**config.mk**
```make
export PLATFORM = sky130hd
export DESIGN_NAME = sm_divider
export DESIGN_NICKNAME = d
export VERILOG_FILES = /design/src/rtl/sm_divider.sv
export SDC_FILE = /design/constraint.sdc
export NUM_CORES = 1
export LEC_CHECK = 0
export ABC_AREA = 1
export CELL_PAD_IN_SITES_DETAIL_PLACEMENT = 1
export CELL_PAD_IN_SITES_GLOBAL_PLACEMENT = 1
export CORE_MARGIN = 10
export CORE_UTILIZATION = 46
export DETAILED_ROUTE_END_ITERATION = 10
export DONT_BUFFER_PORTS = 1
export GPL_TIMING_DRIVEN = 0
export PLACE_DENSITY = 0.84
export SLEW_MARGIN = 30
export SYNTH_ARGS = -nofsm -noshare
export SYNTH_HDL_FRONTEND = slang
export SYNTH_SLANG_ARGS = --single-unit
export TNS_END_PERCENT = 30
```
**constraint.sdc**
```tcl
create_clock -name clk -period 2.25 [get_ports clk]
set_clock_uncertainty 0.05 [all_clocks]
set_input_delay 0.225 -clock clk [delete_from_list [all_inputs] [get_ports clk]]
set_output_delay 0.225 -clock clk [all_outputs]
set_load 0.01 [all_outputs]
```
**src/rtl/sm_divider.sv**
```systemverilog
// sm_divider: sequential restoring sign-magnitude divider, 5-bit dividend by 3-bit divisor, one quotient bit per clock.
module sm_divider (
    input  logic       clk,
    input  logic       rst,
    input  logic       start,
    input  logic [4:0] dividend,
    input  logic [2:0] divisor,
    output logic [4:0] quotient,
    output logic [2:0] remainder,
    output logic       zeroFlag,
    output logic       divByZero,
    output logic       busy,
    output logic       done
);
    typedef enum logic {IDLE, CALC} state_t;
    state_t state, state_next;
    logic       dvd_sign, dvs_sign;
    logic [3:0] dvd_mag, q, q_next;
    logic [1:0] dvs_mag, r, r_next, i;
    logic [2:0] t, diff;
    logic       ge;
    always_comb begin
        t          = {r, dvd_mag[i]};
        diff       = t - {1'b0, dvs_mag};
        ge         = t >= {1'b0, dvs_mag};
        r_next     = ge ? diff[1:0] : t[1:0];
        q_next     = q;
        q_next[i]  = ge;
        state_next = state == IDLE ? ((start && divisor[1:0] != 2'd0) ? CALC : IDLE)
                                   : (i == 2'd0 ? IDLE : CALC);
    end
    assign busy = state == CALC;
    always_ff @(posedge clk) begin
        if (rst) begin
            state     <= IDLE;
            quotient  <= '0;
            remainder <= '0;
            zeroFlag  <= 1'b0;
            divByZero <= 1'b0;
            done      <= 1'b0;
        end else begin
            state <= state_next;
            done  <= 1'b0;
            if (state == IDLE && start) begin
                if (divisor[1:0] != 2'd0) begin
                    dvd_sign <= dividend[4];
                    dvd_mag  <= dividend[3:0];
                    dvs_sign <= divisor[2];
                    dvs_mag  <= divisor[1:0];
                    r        <= '0;
                    q        <= '0;
                    i        <= 2'd3;
                end else begin
                    quotient  <= '0;
                    remainder <= '0;
                    zeroFlag  <= 1'b1;
                    divByZero <= 1'b1;
                    done      <= 1'b1;
                end
            end else if (state == CALC) begin
                r <= r_next;
                q <= q_next;
                i <= i - 2'd1;
                if (i == 2'd0) begin
                    quotient  <= {dvd_sign ^ dvs_sign, q_next};
                    remainder <= {dvd_sign, r_next};
                    zeroFlag  <= q_next == 4'd0;
                    divByZero <= 1'b0;
                    done      <= 1'b1;
                end
            end
        end
    end
endmodule

```
# After elaboration in Yosys (flattened, before gate mapping)
# Index checks and enable logic that the tools add are counted.
# W data, S select, Z words.
[word_totals]
output_inout_bits = 12
inputBits = 11
register_bits = 28
[classes]
n_eq_ne = 2
n_addsub = 2
n_bitwise = 3
n_mux = 37
n_reduce_logical = 11
n_lt_le_gt_ge = 3
[op_table]
columns = ["op", "n"]
rows = [
  ["$mux W5", 4],
  ["$mux W1", 16],
  ["$mux W2", 7],
  ["$mux W3", 4],
  ["$mux W4", 3],
  ["$reduce_and A3 Y1", 3],
  ["$reduce_bool A2 Y1", 3],
  ["$bwmux W4", 1],
  ["$logic_not A4 Y1", 1],
  ["$ne A2 B2 Y1 const B", 2],
  ["$ge A3 B2 Y1", 1],
  ["$logic_and A1 B1 Y1", 3],
  ["$lt A2 B3 Y1 const B", 1],
  ["$bmux W1 S2", 1],
  ["$demux W1 S2", 1],
  ["$ge A2 B1 Y1 const B", 1],
  ["$logic_not A2 Y1", 1],
  ["$not A1 Y1", 2],
  ["$sub A2 B1 Y2 const B", 1],
  ["$sub A2 B2 Y2", 1],
  ["$xor A1 B1 Y1", 1],
]

# Longest topological paths before layout
# Gate-level depths: netlist of the first run.
[depth]
depth_word = 9
ltp_mapped = 13
ltp_nobuf = 13

# Least setup slack after synthesis of the first run
# Ideal clock, no wire load.
[synth_path]
path_kind = "reg2reg"
from = "reg i[0]"
to = "reg r[0], data pin"
setup_ps = 258
path_stages_with_launch = 12
period_less_slack_ps = 1783
required_ps = 1942
arrival_time_ps = 1474
slack_ps = 467
cell_sequence = "edfxtp_1 -> inv_1 -> nand2_1 -> nand3_1 -> nand2_1 -> ha_1 -> nand2_1 -> nand3_2 -> inv_1 -> nand2_1 -> o211ai_1 -> inv_1"
[synth_between]
elab_chain_len = 6
word_cells_on_any_way = 7
[synth_lines]
columns = ["element", "line", "rtl"]
rows = [
  ["from (decl)", "19", "logic [1:0] dvs_mag, r, r_next, i;"],
  ["from (signal assigned)", "63", "i <= i - 2'd1;"],
  ["$bmux W1 S2 (*)", "23", "t = {r, dvd_mag[i]};"],
  ["$mux W1 (not written as such) (*)", "23", ""],
  ["$ge A3 B2 Y1 / $sub A2 B2 Y2 (equally long branches)", "25, 24", ""],
  ["$mux W2 (*)", "26", "r_next = ge ? diff[1:0] : t[1:0];"],
  ["$mux W2 (*)", "60", "end else if (state == CALC) begin"],
  ["$mux W2 (*)", "44", "if (state == IDLE && start) begin"],
  ["to (signal assigned)", "61", "r <= r_next;"],
  ["to (decl)", "19", ""],
]
# Every way passes the cells marked *; elsewhere a longest branch is shown, timed or not. The select of a mux whose other input is x is not followed.
# A chain may end at the register's enable or synchronous reset.

# Worst setup path after layout of the first run
# Same ends and word-level chain as after synthesis.

==> results by stage, run 1 <==
Status:
- The run finished with clean final reports.

Floorplanning:
- The count of standard-cell rows is 19.
- In this run the count of I/O pins placed on the die edge is 23.
- The floorplan step defined a die boundary enclosing 5315 um2.
- The die is approximately 73 um tall.
- For this configuration, the core starts out at a cell density of a little under half.
- The die width is 72.91 um.
- The core box area is roughly 2700 um2.

Final layout:
- Compared with the post-synthesis result, the final layout area differs by 13.70%.
- The layout net count is around 160.
- The final cell count without fillers is around 170.
- The ratio of cells with drive above 1 in the final layout is between 10 and 15%.
- 0 antenna diodes ended up in the layout.

Worst setup path:
- On the worst path, the slowest cell contributes a delay of 0.51 ns.
- The gate family responsible for the most delay along the worst path is flip-flops.
- The kind of launch point of the worst setup path is a flop.
- The critical path data arrival time is ~2.1 ns.
- The worst reg-to-reg setup slack is 0.23 ns.
- The number of cells on the worst reg-to-reg path is 10.
- The most critical setup path has its endpoint at r[0].
- The signal on the critical path passes through inv_1 > nand2_1 > nand3_1 > nand2_1 > ha_1 > nand2_1 > nand3_2 > inv_1 > o211ai_1 > inv_1.
- The endpoint required time on the critical path is roughly 2.3 ns.
- The critical path class is flop to flop.
- Counting buffers and inverters, the worst setup path is 10 cells deep.
- Together, buffers and inverters on the worst path number 3.
- The startpoint of the lowest-slack register-to-register path is i[0].
- The endpoint identified for the worst register-to-register timing path is r[0].
- The critical path endpoint category is a flop.
- For this design, the slowest cell found on the critical path is sky130_fd_sc_hd__edfxtp_1.
- The maximum fanout encountered on the critical timing path is 6.
- The launching element of the worst setup path is i[0].

Logic synthesis:
- A synthesized cell averages ~9.9 um2.
- Summing the areas of all fa, ha and maj instances in the mapped netlist gives roughly 5.8% of the synthesized area.
- Summing the areas of all compound-gate instances in the mapped netlist gives approximately 8.9% of the synthesized area.
- The number of warnings reported in the yosys synthesis log is 0.
- The total nets after synthesis is around 150.
- The synthesized design contains 28 register bits.
- The netlist uses 21 different library cells.
- sky130_fd_sc_hd__edfxtp_1 takes more of the synthesized area than any other cell.
- The share of synthesized cell area in and, or, nand and nor gates is about 22%.
- The netlist area before placement is around 1300 um2.
- The proportion of netlist area held by the largest area contributor is between 30% and 40%.
- By area, the combinational part of the netlist is dominated by simple AND/OR/NAND/NOR gates.
- In the post-synthesis netlist, the biggest area contributors are sky130_fd_sc_hd__edfxtp_1, sky130_fd_sc_hd__dfxtp_1, sky130_fd_sc_hd__nand2_1.
- After synthesis, the share of cell area in mux cells is 0%.
- The gate count after technology mapping is 130.
- For this run, the register share of the synthesized area comes to 55.98%.
- The synthesized netlist devotes 0% of its cell area to XOR and XNOR gates.

STA:
- The final-report max-slew violation count is 0.
- For the final routed database, the setup TNS stands at 0 ns.
- The number of failing hold endpoints at the final stage is 0.
- The minimum period implied by the final worst setup slack is 2.022 ns.
- The pin slew with the least headroom to its limit is roughly 0.73 ns.
- The worst relative slew slack is approximately half.
- The setup-violating endpoint count in the final report is 0.
- Setup repair after global routing left no endpoint under its margin.
- For this run, the top clock speed supported by timing is 494.7 MHz.
- The ratio of final minimum period to clock period is approximately 90%.

CTS:
- The later pin in the worst-skew pair is clocked with a latency of 0.34 ns.
- CTS built an H-tree with a depth of 1.
- The clock-pin slew reported for the worst setup and hold paths after clock tree synthesis is 0.16 ns.
- The number of buffers created by CTS is 3.
- TritonCTS built the clock tree.
- The number of sinks handled by clock tree synthesis is 28.
- The maximum buffer depth of the clock tree is 2.
- The clock root buffer is sky130_fd_sc_hd__clkbuf_4.

GRT:
- The via count of the first global-routing pass was roughly 950.
- For this run, the total global-route usage over all layers was measured as roughly a tenth.
- The global-route wire length before repair is about 4400 um.
- The residual overflow from global routing is 0.
- Entering global routing, the biggest net connects 17 pins.
- The number of antenna violations at the first check in global routing was 0.

Place:
- Counting tap cells, the placed design contains a total of 161 instances.
- The count of buffers added on input and output ports is 0.
- The congestion estimate from routability-driven global placement came to 0.7650.
- Detailed placement ended at an HPWL of 2030 um.

Power and ir drop:
- The relative contribution of combinational cells to total power is 13.4%.
- The part of the total power dissipated in the clock network is about 29%.
- The peak supply drop is 0.4217 mV.
- The net switching power of the design is ~0.27 mW.
- The design internal power is 0.7587 mW.
- The power density over the cells is about 700 nW/um2.
- Net switching is between 20% and 30% of the power.
- The leakage dissipation is roughly 0.65 nW.
- The sequential group share of total power is just under 60%.

Route:
- After detailed routing, the wire length on met1 is 1021 um.
- The length of the first detailed-routing pass in iterations is 4.
- The total DRC errors in the routed layout is 0.
- In the final routed layout, each cell accounts on average for around 15 um.
- The number of violations reported at the end of detailed-routing iteration 0 is 17.
- The highest layer used for signal routing is met4.
- The number of vias per cell after detailed routing is 5.109.
- Summed over all layers, the routed wires come to ~2600 um.
- The met2 wire length is roughly 1300 um.
- The number of vias after detailed routing is 889.
- In the detailed route, the total length drawn on met3 is roughly 190 um.
- The final antenna-violating net count is 0.

Run:
- The max-cap check violation count is 0.

Min path:
- The tightest min-delay check is of the input port to flop type.
## sequential cells by signal, summed over array words and instances (netlist names)
signal     flops
dvs_mag        2
quotient       5
busy           1
remainder      3
q              4
done           1
dvs_sign       1
r              2
zeroFlag       1
dvd_mag        4
i              2
divByZero      1
dvd_sign       1
## cells by family (layout without fill, tap and decap cells)
| family | count (synthesis) | in the layout |
|---|---|---|
| fa+ha+maj | 6 | 6 |
| compound gates | 19 | 19 |
| simple gates | 56 | 56 |
| buf+inv | 21 | 34 |
| flops | 28 | 28 |
## power by group through the flow
stage	combinational [mW]	sequential, mW	clock [mW]
2_1_floorplan	0.101	0.601	0
4_1_cts	0.140	0.596	0.296
6_report	0.137	0.594	0.293
3_3_place_gp	0.119	0.605	0
3_5_place_dp	0.126	0.607	0
5_1_grt	0.159	0.598	0.313
## routing by layer
metal,global-route usage [%],vias to the layer above
li1,-,454
met1,11.37,409
met2,18.02,21
met3,4.082,5
met4,3.797,0
met5,0,-
## synth_stat cells, drive strengths merged
library cell,n
a21oi,10
dfxtp,12
edfxtp,16
ha,6
inv,21
nand2,38
nand3,7
nor2,11
o211ai,2
o21ai,7
## timing repair
item	4_1_cts	5_1_grt
buffers inserted	0	0
hold endpoints to repair	13	0
resized for setup	0	0
hold buffers	9	0
endpoints found under the setup margin	0	0
## worst min path at each step
| stage | cells after the start | from | end |
|---|---|---|---|
| after floorplan | 1 | rst | busy |
| after global placement | 1 | rst | remainder[2] |
| after detailed placement | 1 | rst | busy |
| after CTS | 4 | start | busy |
| after global routing | 4 | start | busy |
| final | 4 | start | busy |
## cell type report
type	count	area, um2
Fill cell	318	1246
Sequential cell	28	720.7
Multi-Input combinational cell	81	475.5
Inverter	21	91.34
Timing Repair Buffer	9	90.09
Clock buffer	4	47.55
Tap cell	31	38.79
## layout by cell type, fill, tap and decap left out
cell,n
sky130_fd_sc_hd__clkbuf_4,3
sky130_fd_sc_hd__nand2_1,35
sky130_fd_sc_hd__edfxtp_1,16
sky130_fd_sc_hd__clkbuf_16,1
sky130_fd_sc_hd__inv_4,2
sky130_fd_sc_hd__nand3_2,1
sky130_fd_sc_hd__inv_1,16
sky130_fd_sc_hd__nor2_8,2
sky130_fd_sc_hd__a21oi_2,1
sky130_fd_sc_hd__nand2_2,2
sky130_fd_sc_hd__o211ai_1,2
sky130_fd_sc_hd__ha_1,6
sky130_fd_sc_hd__dfxtp_1,12
sky130_fd_sc_hd__o21ai_0,2
sky130_fd_sc_hd__nor2_1,8
sky130_fd_sc_hd__o21ai_1,2
sky130_fd_sc_hd__a21oi_1,9
sky130_fd_sc_hd__inv_8,1
sky130_fd_sc_hd__nand3_1,6
sky130_fd_sc_hd__dlygate4sd3_1,9
sky130_fd_sc_hd__o21ai_2,3
sky130_fd_sc_hd__nand2_8,1
sky130_fd_sc_hd__nor2_4,1
sky130_fd_sc_hd__inv_2,2
## tightest hold or removal path, stage by stage
cell,delay (ns)
sky130_fd_sc_hd__inv_1,0.07
sky130_fd_sc_hd__nor2_4,0.05
sky130_fd_sc_hd__nand2_1,0.08
sky130_fd_sc_hd__a21oi_1,0.06
## stage by stage
step	util, %	hold WS (ns)	worst slack, ns	instance area, um2	total power [mW]
floorplan	-	0.2441	0.4675	1287	0.7012
global placement	48.94	0.2462	0.2540	1326	0.7243
detailed placement	48.94	0.2476	0.2278	1326	0.7329
CTS	54.02	0.1349	0.1893	1464	1.031
global route	54.02	0.1570	0.02941	1464	1.070
finish	54.02	0.1331	0.2284	1464	1.025
Power figures use the tool's default switching activity.
==> run 2, diff against run 1 <==
--- a/config.mk
+++ b/config.mk
@@ -13,7 +13,7 @@
 export DETAILED_ROUTE_END_ITERATION = 10
 export DONT_BUFFER_PORTS = 1
 export GPL_TIMING_DRIVEN = 0
-export PLACE_DENSITY = 0.84
+export PLACE_DENSITY = 0.86
 export SLEW_MARGIN = 30
 export SYNTH_ARGS = -nofsm -noshare
 export SYNTH_HDL_FRONTEND = slang
==> run 2 against run 1 <==
Compared with the run above:
- wire length up 9.2%
- count of clock-buffer cells in the layout unchanged
- largest cell class unchanged
- die area unchanged
- sequential share of layout area shrank 0.25 points
- maximum frequency is 0.26% higher
- first-iteration DRC count down 12%
- final area is 0.51% higher
- largest power group unchanged
- sequential power hardly changed
- register-to-register slack is essentially flat
==> results by stage, run 2 (synthesized netlist as in run 1, its figures left out) <==
STA:
- Setup repair after global routing left no endpoint under its margin.
- Summed over all failing endpoints, the final setup total negative slack is 0 ns.
- The setup-violating endpoint count in the final report is 0.
- Subtracting the final worst setup slack from the clock period gives a little over 2 ns.
- The worst relative slew slack is between 50% and 60%.
- The maximum clock rate is roughly 500 MHz.
- The final critical path takes up ~90% of the cycle.
- The pin slew with the least headroom to its limit is around 0.72 ns.
- The tightest hold path in the finished design has a slack of between 0.1 and 0.15 ns.
- The number of failing hold endpoints at the final stage is 0.
- The final-report max-slew violation count came to 0.

Final layout:
- Once layout is complete, the cells apart from fillers number 175.
- The layout net count is about 160.
- The ratio of cells with drive above 1 in the final layout is around 15%.
- The area growth from synthesis to layout is 14.29%.
- The largest registers in the layout are quotient (5), dvd_mag (4), q (4).
- Registers take 720.7 um2.
- The register with the most flip-flops in the layout has 5 of them.
- The area of the multi-input gates is around 480 um2.
- The register with the highest flop count is quotient.
- The top cell types in the final layout, fill and taps aside, are sky130_fd_sc_hd__nand2_1, sky130_fd_sc_hd__inv_1, sky130_fd_sc_hd__edfxtp_1, sky130_fd_sc_hd__dfxtp_1.
- The most common library cell in the layout ignoring fill and taps is sky130_fd_sc_hd__nand2_1.
- The number of inserted diodes is 0.
- The count of filler cells inserted in the layout is about 320.

CTS:
- After clock tree synthesis, the repair step resized 0 gates.
- CTS built an H-tree with a depth of 1.
- For the worst-skew pair, the clock arrives at the later sink with an insertion delay of 0.33 ns.
- The maximum buffer depth of the clock tree is 2.
- Clock-pin slew was measured on the worst setup and hold paths at around 0.15 ns.
- TritonCTS built the clock tree.
- The number of buffers created by CTS is 3.
- For this design, the sink count on the clock tree is 28.
- The clock root buffer is sky130_fd_sc_hd__clkbuf_4.

Floorplanning:
- The I/O pin total is 23.
- The die area is roughly 5300 um2.
- After floorplanning, the core was divided into 19 placement rows.
- The die outline height is between 70 and 80 um.
- The core box area is roughly 2700 um2.
- The effective utilization at floorplan is between 40 and 50%.
- The die width is about 73 um.

Worst setup path:
- In this run the register-to-register setup slack is 0.23 ns.
- The critical path data arrival time is 2.07 ns.
- Walking the worst path, the cells encountered are inv_1 > nand2_1 > nand3_1 > nand2_1 > ha_1 > nand2_1 > nand3_2 > inv_1 > nand2_1 > o211ai_1 > inv_1.
- The highest-delay cell along the critical path is sky130_fd_sc_hd__edfxtp_1.
- The maximum fanout encountered on the critical timing path is 5.
- The number of buffers and inverters on the critical path is 3.
- By startpoint and endpoint, the worst setup path is classified as flop to flop.
- The capturing point of the worst reg2reg path is r[0].
- The cell that appears most often on the critical path is sky130_fd_sc_hd__nand2_1.
- The endpoint required time on the critical path is between 2 and 2.5 ns.
- The delay of the slowest cell on the worst path is around 0.46 ns.
- The startpoint of the lowest-slack register-to-register path is i[0].
- The critical path endpoint category is a flop.
- Broken down by cell family, the worst path's largest delay share belongs to simple AND/OR/NAND/NOR gates.
- The kind of launch point of the worst setup path is a flop.
- The number of cells on the worst reg-to-reg path is 11.

Min path:
- The worst hold path begins at start.
- The number of instances on the worst hold path is 4.
- The capture endpoint of the worst hold path is busy.
- The worst hold path class is input port to flop.

Power and ir drop:
- Overall power consumption after layout is estimated at ~1.0 mW.
- The analysis attributes to cell leakage a power of approximately 0.65 nW.
- Power spread over the standard cell area amounts to 693.3 nW/um2.
- The peak supply drop is roughly 0.43 mV.

GRT:
- Entering global routing, the biggest net connects 17 pins.
- Global routing consumed, over all layers together, between 10 and 15% of the routing resources.
- The global-route wire length before repair is 4767 um.
- The via count of the first global-routing pass is 996.
- The residual overflow from global routing is 0.
- The number of antenna violations at the first check in global routing is 0.

Route:
- The detail route stage leaves a number of antenna-violating nets equal to 0.
- The number of vias after detailed routing is slightly above 900.
- The total DRC errors in the routed layout is 0.
- The total wirelength of the detailed-routed design is 2800 um.
- The number of vias per cell after detailed routing is 5.206.
- The number of violations reported at the end of detailed-routing iteration 0 is 15.
- The detail-routed net length per standard cell is between 15 and 20 um.
- Before antenna repair, the detailed router went through 4 iterations.

Place:
- The weighted congestion reported at the end of routability-driven placement is roughly 0.77.
- The count of port buffers added during placement is 0.
- The wire-length estimate of the detail-placed layout is between 2000 and 2500 um.
- Counting tap cells, the placed design contains a total of about 160 instances.

Run:
- The max-cap check violation count is 0.

Status:
- The run finished with clean final reports.
run 2: worst reg2reg max path, cell delays in order (launching register included):
cell,delay [ns]
sky130_fd_sc_hd__edfxtp_1,0.46
sky130_fd_sc_hd__inv_1,0.15
sky130_fd_sc_hd__nand2_1,0.08
sky130_fd_sc_hd__nand3_1,0.08
sky130_fd_sc_hd__nand2_1,0.08
sky130_fd_sc_hd__ha_1,0.29
sky130_fd_sc_hd__nand2_1,0.11
sky130_fd_sc_hd__nand3_2,0.13
sky130_fd_sc_hd__inv_1,0.11
sky130_fd_sc_hd__nand2_1,0.07
sky130_fd_sc_hd__o211ai_1,0.13
sky130_fd_sc_hd__inv_1,0.06
run 2: power breakdown:
part           leakage [nW]  internal (mW)  switching, mW
clock network        0.0261          0.136          0.148
registers             0.247          0.574         0.0202
logic                 0.377         0.0504         0.0919
run 2: repair_timing:
action / in CTS / in global routing
buffers inserted: 0 / 1
hold buffers: 9 / 0
hold endpoints to repair: 13 / 0
endpoints found under the setup margin: 0 / 2
run 2: per-layer routing:
layer,track usage [%],vias to the layer above,routed length [um]
met5,0,-,0
li1,-,452,-
met1,11.45,440,1063
met4,6.962,0,51
met2,20.52,15,1518
met3,3.537,4,167
run 2: metrics by stage:
step | setup WS, ns | cell area (um2) | util (%)
2_1_floorplan | 0.4675 | 1287 | -
3_3_place_gp | 0.2432 | 1326 | 48.94
3_5_place_dp | 0.1957 | 1326 | 48.94
4_1_cts | 0.1718 | 1464 | 54.02
5_1_grt | 0.06907 | 1471 | 54.29
6_report | 0.2336 | 1471 | 54.29
run 2: how the worst max path moves through the flow:
| stage | start | end | cells past startpoint |
|---|---|---|---|
| after CTS | i[0] | r[0] | 11 |
| final | i[0] | r[0] | 11 |
| after global routing | i[0] | zeroFlag | 12 |
| after floorplan | i[0] | r[0] | 11 |
| after detailed placement | i[0] | r[0] | 11 |
| after global placement | i[0] | r[0] | 10 |
run 2: layout make-up:
type | count | area share (%)
tap | 31 | 2.636
inverter | 21 | 6.207
sequential | 28 | 48.98
timing repair buffer | 10 | 6.633
multi-input combinational | 81 | 32.31
clock buffer | 4 | 3.231
